## config.mk

```make
export PLATFORM = sky130hd
export DESIGN_NAME = challenge_descrambler
export DESIGN_NICKNAME = d
export VERILOG_FILES = /design/src/rtl/challenge_descrambler.sv
export SDC_FILE = /design/constraint.sdc
export NUM_CORES = 1
export LEC_CHECK = 0
export ABC_AREA = 1
export BUFFER_PORTS_ARGS = -buffer_cell sky130_fd_sc_hd__buf_2
export CORE_MARGIN = 4
export CORE_UTILIZATION = 58
export DETAILED_ROUTE_END_ITERATION = 8
export PLACE_DENSITY = 0.94
export SYNTH_ARGS = -nofsm -noshare
export SYNTH_HDL_FRONTEND = slang
export SYNTH_SLANG_ARGS = --single-unit
```

## constraint.sdc

```tcl
create_clock -name clk -period 5.35 [get_ports clk]
set_clock_uncertainty 0.2 [all_clocks]
set_input_delay 1.07 -clock clk [delete_from_list [all_inputs] [get_ports clk]]
set_output_delay 1.07 -clock clk [all_outputs]
set_load 0.03 [all_outputs]
```

## src/rtl/challenge_descrambler.sv

```systemverilog
// ---------------------------------------------------------------------------
// challenge_descrambler
//
// Host-side inverse of the PUF challenge scrambler LFSR. A request loads a
// challenge, a step count and a direction; the block then applies one LFSR
// step per clock (inverse or forward) and presents the result with a
// one-cycle done pulse. The result holds until the next accepted request.
//
// Ports:
//   clk        in   1      sole clock, rising edge
//   reset      in   1      asynchronous, active-low reset
//   chall_in   in   WIDTH  challenge to transform, sampled on acceptance
//   steps      in   CNT_W  number of LFSR steps, sampled on acceptance
//   dir        in   1      0 = inverse step, 1 = forward step
//   start      in   1      request, accepted only while idle
//   busy       out  1      high from the cycle after acceptance through done
//   done       out  1      one-cycle pulse, chall_out valid in that cycle
//   chall_out  out  WIDTH  result, held until the next accepted request
// ---------------------------------------------------------------------------
module challenge_descrambler #(
    parameter int               WIDTH = 8,
    parameter logic [WIDTH-1:0] TAPS  = 8'hB8,
    parameter int               CNT_W = 8
) (
    input  logic             clk,
    input  logic             reset,
    input  logic [WIDTH-1:0] chall_in,
    input  logic [CNT_W-1:0] steps,
    input  logic             dir,
    input  logic             start,
    output logic             busy,
    output logic             done,
    output logic [WIDTH-1:0] chall_out
);

    typedef enum logic [1:0] {
        ST_IDLE = 2'd0,
        ST_RUN  = 2'd1,
        ST_DONE = 2'd2
    } state_t;

    localparam logic [CNT_W-1:0] CNT_ZERO = {CNT_W{1'b0}};
    localparam logic [CNT_W-1:0] CNT_ONE  = {{(CNT_W-1){1'b0}}, 1'b1};
    localparam logic [WIDTH-1:0] DATA_ZERO = {WIDTH{1'b0}};

    // Even-parity reduction used by both step directions.
    function automatic logic parity(input logic [WIDTH-1:0] v);
        return ^v;
    endfunction

    // One scrambler step: shift left, feed back the tapped parity into bit 0.
    function automatic logic [WIDTH-1:0] lfsr_fwd(input logic [WIDTH-1:0] s);
        return {s[WIDTH-2:0], parity(s & TAPS)};
    endfunction

    // Exact inverse of lfsr_fwd: the old top bit is recovered from the fed-back
    // bit (now bit 0) by removing the contribution of the lower taps.
    function automatic logic [WIDTH-1:0] lfsr_inv(input logic [WIDTH-1:0] n);
        logic [WIDTH-1:0] upper_v;
        logic [WIDTH-1:0] low_taps_v;
        upper_v    = {1'b0, n[WIDTH-1:1]};
        low_taps_v = {1'b0, TAPS[WIDTH-2:0]};
        return {n[0] ^ parity(upper_v & low_taps_v), n[WIDTH-1:1]};
    endfunction

    state_t           state_r;
    state_t           state_nxt_s;
    logic [WIDTH-1:0] data_r;
    logic [WIDTH-1:0] data_nxt_s;
    logic [CNT_W-1:0] cnt_r;
    logic [CNT_W-1:0] cnt_nxt_s;
    logic             dir_r;
    logic             dir_nxt_s;
    logic             busy_r;
    logic             busy_nxt_s;
    logic             done_r;
    logic             done_nxt_s;

    // State, datapath and output registers with asynchronous clear.
    always_ff @(posedge clk or negedge reset) begin
        if (!reset) begin
            state_r <= ST_IDLE;
            data_r  <= DATA_ZERO;
            cnt_r   <= CNT_ZERO;
            dir_r   <= 1'b0;
            busy_r  <= 1'b0;
            done_r  <= 1'b0;
        end else begin
            state_r <= state_nxt_s;
            data_r  <= data_nxt_s;
            cnt_r   <= cnt_nxt_s;
            dir_r   <= dir_nxt_s;
            busy_r  <= busy_nxt_s;
            done_r  <= done_nxt_s;
        end
    end

    // Control FSM next-state decode.
    always_comb begin
        state_nxt_s = state_r;
        case (state_r)
            ST_IDLE: begin
                if (start) begin
                    if (steps == CNT_ZERO) begin
                        state_nxt_s = ST_DONE;
                    end else begin
                        state_nxt_s = ST_RUN;
                    end
                end else begin
                    state_nxt_s = ST_IDLE;
                end
            end
            ST_RUN: begin
                // A zero count here can only come from corruption; finishing
                // rather than wrapping keeps the block from running for 2^CNT_W.
                if (cnt_r <= CNT_ONE) begin
                    state_nxt_s = ST_DONE;
                end else begin
                    state_nxt_s = ST_RUN;
                end
            end
            ST_DONE: begin
                state_nxt_s = ST_IDLE;
            end
            default: begin
                state_nxt_s = ST_IDLE;
            end
        endcase
    end

    // Output decode from the next state so busy/done come straight off flops.
    always_comb begin
        busy_nxt_s = 1'b0;
        done_nxt_s = 1'b0;
        case (state_nxt_s)
            ST_IDLE: begin
                busy_nxt_s = 1'b0;
                done_nxt_s = 1'b0;
            end
            ST_RUN: begin
                busy_nxt_s = 1'b1;
                done_nxt_s = 1'b0;
            end
            ST_DONE: begin
                busy_nxt_s = 1'b1;
                done_nxt_s = 1'b1;
            end
            default: begin
                busy_nxt_s = 1'b0;
                done_nxt_s = 1'b0;
            end
        endcase
    end

    // Datapath: load on acceptance, step and count down while running.
    always_comb begin
        data_nxt_s = data_r;
        cnt_nxt_s  = cnt_r;
        dir_nxt_s  = dir_r;
        case (state_r)
            ST_IDLE: begin
                if (start) begin
                    data_nxt_s = chall_in;
                    cnt_nxt_s  = steps;
                    dir_nxt_s  = dir;
                end else begin
                    data_nxt_s = data_r;
                    cnt_nxt_s  = cnt_r;
                    dir_nxt_s  = dir_r;
                end
            end
            ST_RUN: begin
                if (dir_r) begin
                    data_nxt_s = lfsr_fwd(data_r);
                end else begin
                    data_nxt_s = lfsr_inv(data_r);
                end
                if (cnt_r != CNT_ZERO) begin
                    cnt_nxt_s = cnt_r - CNT_ONE;
                end else begin
                    cnt_nxt_s = CNT_ZERO;
                end
            end
            ST_DONE: begin
                data_nxt_s = data_r;
                cnt_nxt_s  = cnt_r;
                dir_nxt_s  = dir_r;
            end
            default: begin
                data_nxt_s = data_r;
                cnt_nxt_s  = CNT_ZERO;
                dir_nxt_s  = 1'b0;
            end
        endcase
    end

    assign busy      = busy_r;
    assign done      = done_r;
    assign chall_out = data_r;

endmodule

```

==> results.json <==
{
  "wirelength_um": 3140,
  "synth_area_leaders": "dfrtp_1 37%, nand2_1 7.1%, a21oi_1 7.0%",
  "antenna_found_initial": 0,
  "syn_avg_cell_area_um2": 8.14,
  "first_pass_iters": 4,
  "synth_cell_types": 30,
  "synth_nets": 203,
  "p_leak_nw": 0.812,
  "crit_path_end_kind": "flop",
  "vdd_ir_drop_max_v": 0.000140,
  "postPlaceCellArea_mm2": 0.00156,
  "final-hold-violation-count": 0,
  "cp_top_family": "compound AO/OA/AOI/OAI gates",
  "cts_resized": 0,
  "routabilityCongestion": 0.866,
  "dp.cells": 227,
  "cts_max_level": 1,
  "nNetsFinal": 231,
  "detail-route-antenna-nets": 0,
  "core_area_mm2": 0.00228,
  "die_y_um": 57.7,
  "crit_top_cell": "inv_1",
  "rr_worst_depth": 7,
  "r2r-end": "chall_out[4]$_DFFE_PN0P_",
  "r2r-start": "state_r[1]$_DFF_PN0_",
  "dieArea_mm2": 0.00333,
  "synthSimpleGateAreaFrac": 0.228,
  "layout-drive-gt1-share": 0.261,
  "synthTopCellsByCount": "27 x nand2_1, 21 x dfrtp_1, 21 x inv_1, 21 x nor2_1, 20 x a21oi_1",
  "whs_ns": 0.381,
  "routedWlPerCell_um": 13.6,
  "ys.flop_type": "dfrtp_1",
  "grt_usage": 0.201,
  "fin_area_mm2": 0.00159,
  "cp.depth": 7,
  "synth-xor-area-share": 0.0245,
  "initial_core_util": 0.629,
  "drc": 0,
  "crit_fanout": 11,
  "seqCellArea_um2": 526,
  "async_flop_share": 1.00,
  "cts_root_buf": "clkbuf_4",
  "synth-seq-cells": 21,
  "post_cts_buffers": 0,
  "cts_buffers": 3,
  "die_x_um": 57.7,
  "fin_cells": 231,
  "fmax_ghz": 0.440,
  "synth_top_family_by_area": "simple AND/OR/NAND/NOR gates",
  "hold_buffers": 0,
  "grt_pass1_wl_um": 5320,
  "ctsLongestPathBuffers": 2,
  "synth_adder_area_share": 0.0611,
  "n_antenna_cell": 0,
  "crit_buf_inv": 3,
  "vias": 1318,
  "start_kind": "flop",
  "crit_start": "state_r[1]$_DFF_PN0_",
  "synth_compound_area_frac": 0.227,
  "gr-total-overflow": 0,
  "reg2reg_slack_ns": 3.08,
  "synth_edf_count": 0,
  "drv_cap": 0,
  "total_power_mw": 0.249,
  "status": "completed",
  "cpMaxStageDelayCell": "dfrtp_1",
  "max_stage_delay_ns": 0.41,
  "synth_mux_area_frac": 0,
  "worst-endpoint-arrival_ns": 2.27,
  "port-buffer-count": 29,
  "min_period_ns": 2.27,
  "critPathRequiredTime_ns": 5.35,
  "tns_ns": 0,
  "pin_count": 30,
  "cts_tree": "yes",
  "fillers": 170,
  "endpoint": "chall_out[4]$_DFFE_PN0P_",
  "netlist_area_mm2": 0.00143,
  "slew_violations": 0,
  "maxSlewHeadroom": 0.617,
  "synth.most_common_cell": "nand2_1",
  "synth_top_area_frac": 0.367,
  "hp-class": "flop to flop",
  "insertion_delay_ns": 0.31,
  "cts_sinks": 21,
  "path_cells": "inv_1 > ha_1 > inv_2 > o21ai_2 > inv_1 > a21oi_1 > a22oi_1",
  "worstSetupPathType": "flop to flop",
  "syn-instance-count": 176,
  "grt_max_degree": 22,
  "power_density_mw_per_mm2": 156,
  "setup_viol": 0,
  "multi_input_area_um2": 774,
  "yosys.area.top_type": "dfrtp_1",
  "area_delta_synth_final_pct": 11.0,
  "synth_seq_area_share": 0.367,
  "yosys_warnings": 0,
  "drt_iter0_markers": 53,
  "dp_hpwl_um": 2320,
  "period_share": 0.425,
  "via_per_inst": 5.71,
  "grt_setup_unrepaired": "no",
  "worstMarginPinSlew_ns": 0.574,
  "grt_pass1_vias": 1231,
  "clk_pin_slew_ns": 0.12,
  "rows": 17
}
-- cell usage in the layout (no fill, tap or decap), drive strengths merged --
cell / Yosys / final
nand3b: 2 / 2
o21ai: 14 / 14
clkbuf: 0 / 3
a22oi: 5 / 5
o211ai: 5 / 5
inv: 22 / 22
o21bai: 1 / 1
nand4: 2 / 2
nand3: 9 / 9
nand2: 29 / 29
dfrtp: 21 / 21
ha: 7 / 7
buf: 6 / 29
a21oi: 23 / 23
clkinv: 0 / 1
o22ai: 1 / 1
nor2: 24 / 24
xnor2: 1 / 1
a22o: 1 / 1
xor2: 3 / 3
-- logic make-up (layout without fill, tap and decap cells) --
logic type      count (synthesis)  count (layout)
simple gates                   66              66
fa+ha+maj                       7               7
xor+xnor                        4               4
buf+inv                        28              55
compound gates                 50              50
flops                          21              21
-- worst min-delay path, stage by stage (launching register included) --
cell     delay [ns]
dfrtp_1        0.39
nor2_1         0.06
a21oi_2        0.09
-- routing by layer --
metal / part of all wire / vias up / GRT usage / routed length (um)
met5: 0 / - / 0 / 0
met4: 0.033 / 0 / 0.0927 / 104
met3: 0.060 / 13 / 0.0267 / 190
met2: 0.50 / 51 / 0.339 / 1560
met1: 0.41 / 615 / 0.254 / 1290
li1: - / 639 / - / -
-- power by group --
group | internal (mW) | switching [mW] | leakage (nW) | total [mW]
Combinational | 0.00530 | 0.00680 | 0.525 | 0.0121
Sequential | 0.159 | 0 | 0.270 | 0.159
Clock | 0.0280 | 0.0501 | 0.0177 | 0.0781
Total | 0.192 | 0.0569 | 0.812 | 0.249
-- area by class of cell --
class / count / area share
clock buffers: 3 / 0.0142
repair buffers: 29 / 0.0913
multi-input cells: 127 / 0.487
well taps: 28 / 0.0220
clock inverters: 1 / 0.00315
flip-flops and latches: 21 / 0.330
inverters: 22 / 0.0519
-- flip-flops by register name, summed over array words and instances, names as in the netlist --
name / cells
busy: 1
dir_r: 1
done: 1
state_r: 2
cnt_r: 8
chall_out: 8
-- worst min-delay path by stage --
stage	start	endpoint	slack, ns	cells past startpoint
2_1_floorplan	cnt_r[5]$_DFFE_PN0P_	cnt_r[5]$_DFFE_PN0P_	0.31	2
3_3_place_gp	cnt_r[5]$_DFFE_PN0P_	cnt_r[5]$_DFFE_PN0P_	0.35	2
3_5_place_dp	chall_out[7]$_DFFE_PN0P_	chall_out[7]$_DFFE_PN0P_	0.36	2
4_1_cts	chall_out[7]$_DFFE_PN0P_	chall_out[7]$_DFFE_PN0P_	0.39	2
5_1_grt	chall_out[7]$_DFFE_PN0P_	chall_out[7]$_DFFE_PN0P_	0.41	2
6_report	cnt_r[5]$_DFFE_PN0P_	cnt_r[5]$_DFFE_PN0P_	0.38	2
-- metrics by stage --
step / worst slack (ns) / utilization
3_5_place_dp: 2.97 / 0.687
6_report: 3.08 / 0.699
2_1_floorplan: 3.33 / -
4_1_cts: 3.10 / 0.699
3_3_place_gp: 3.00 / 0.687
5_1_grt: 2.84 / 0.699
Note: power is estimated with default switching activity, not from simulation.
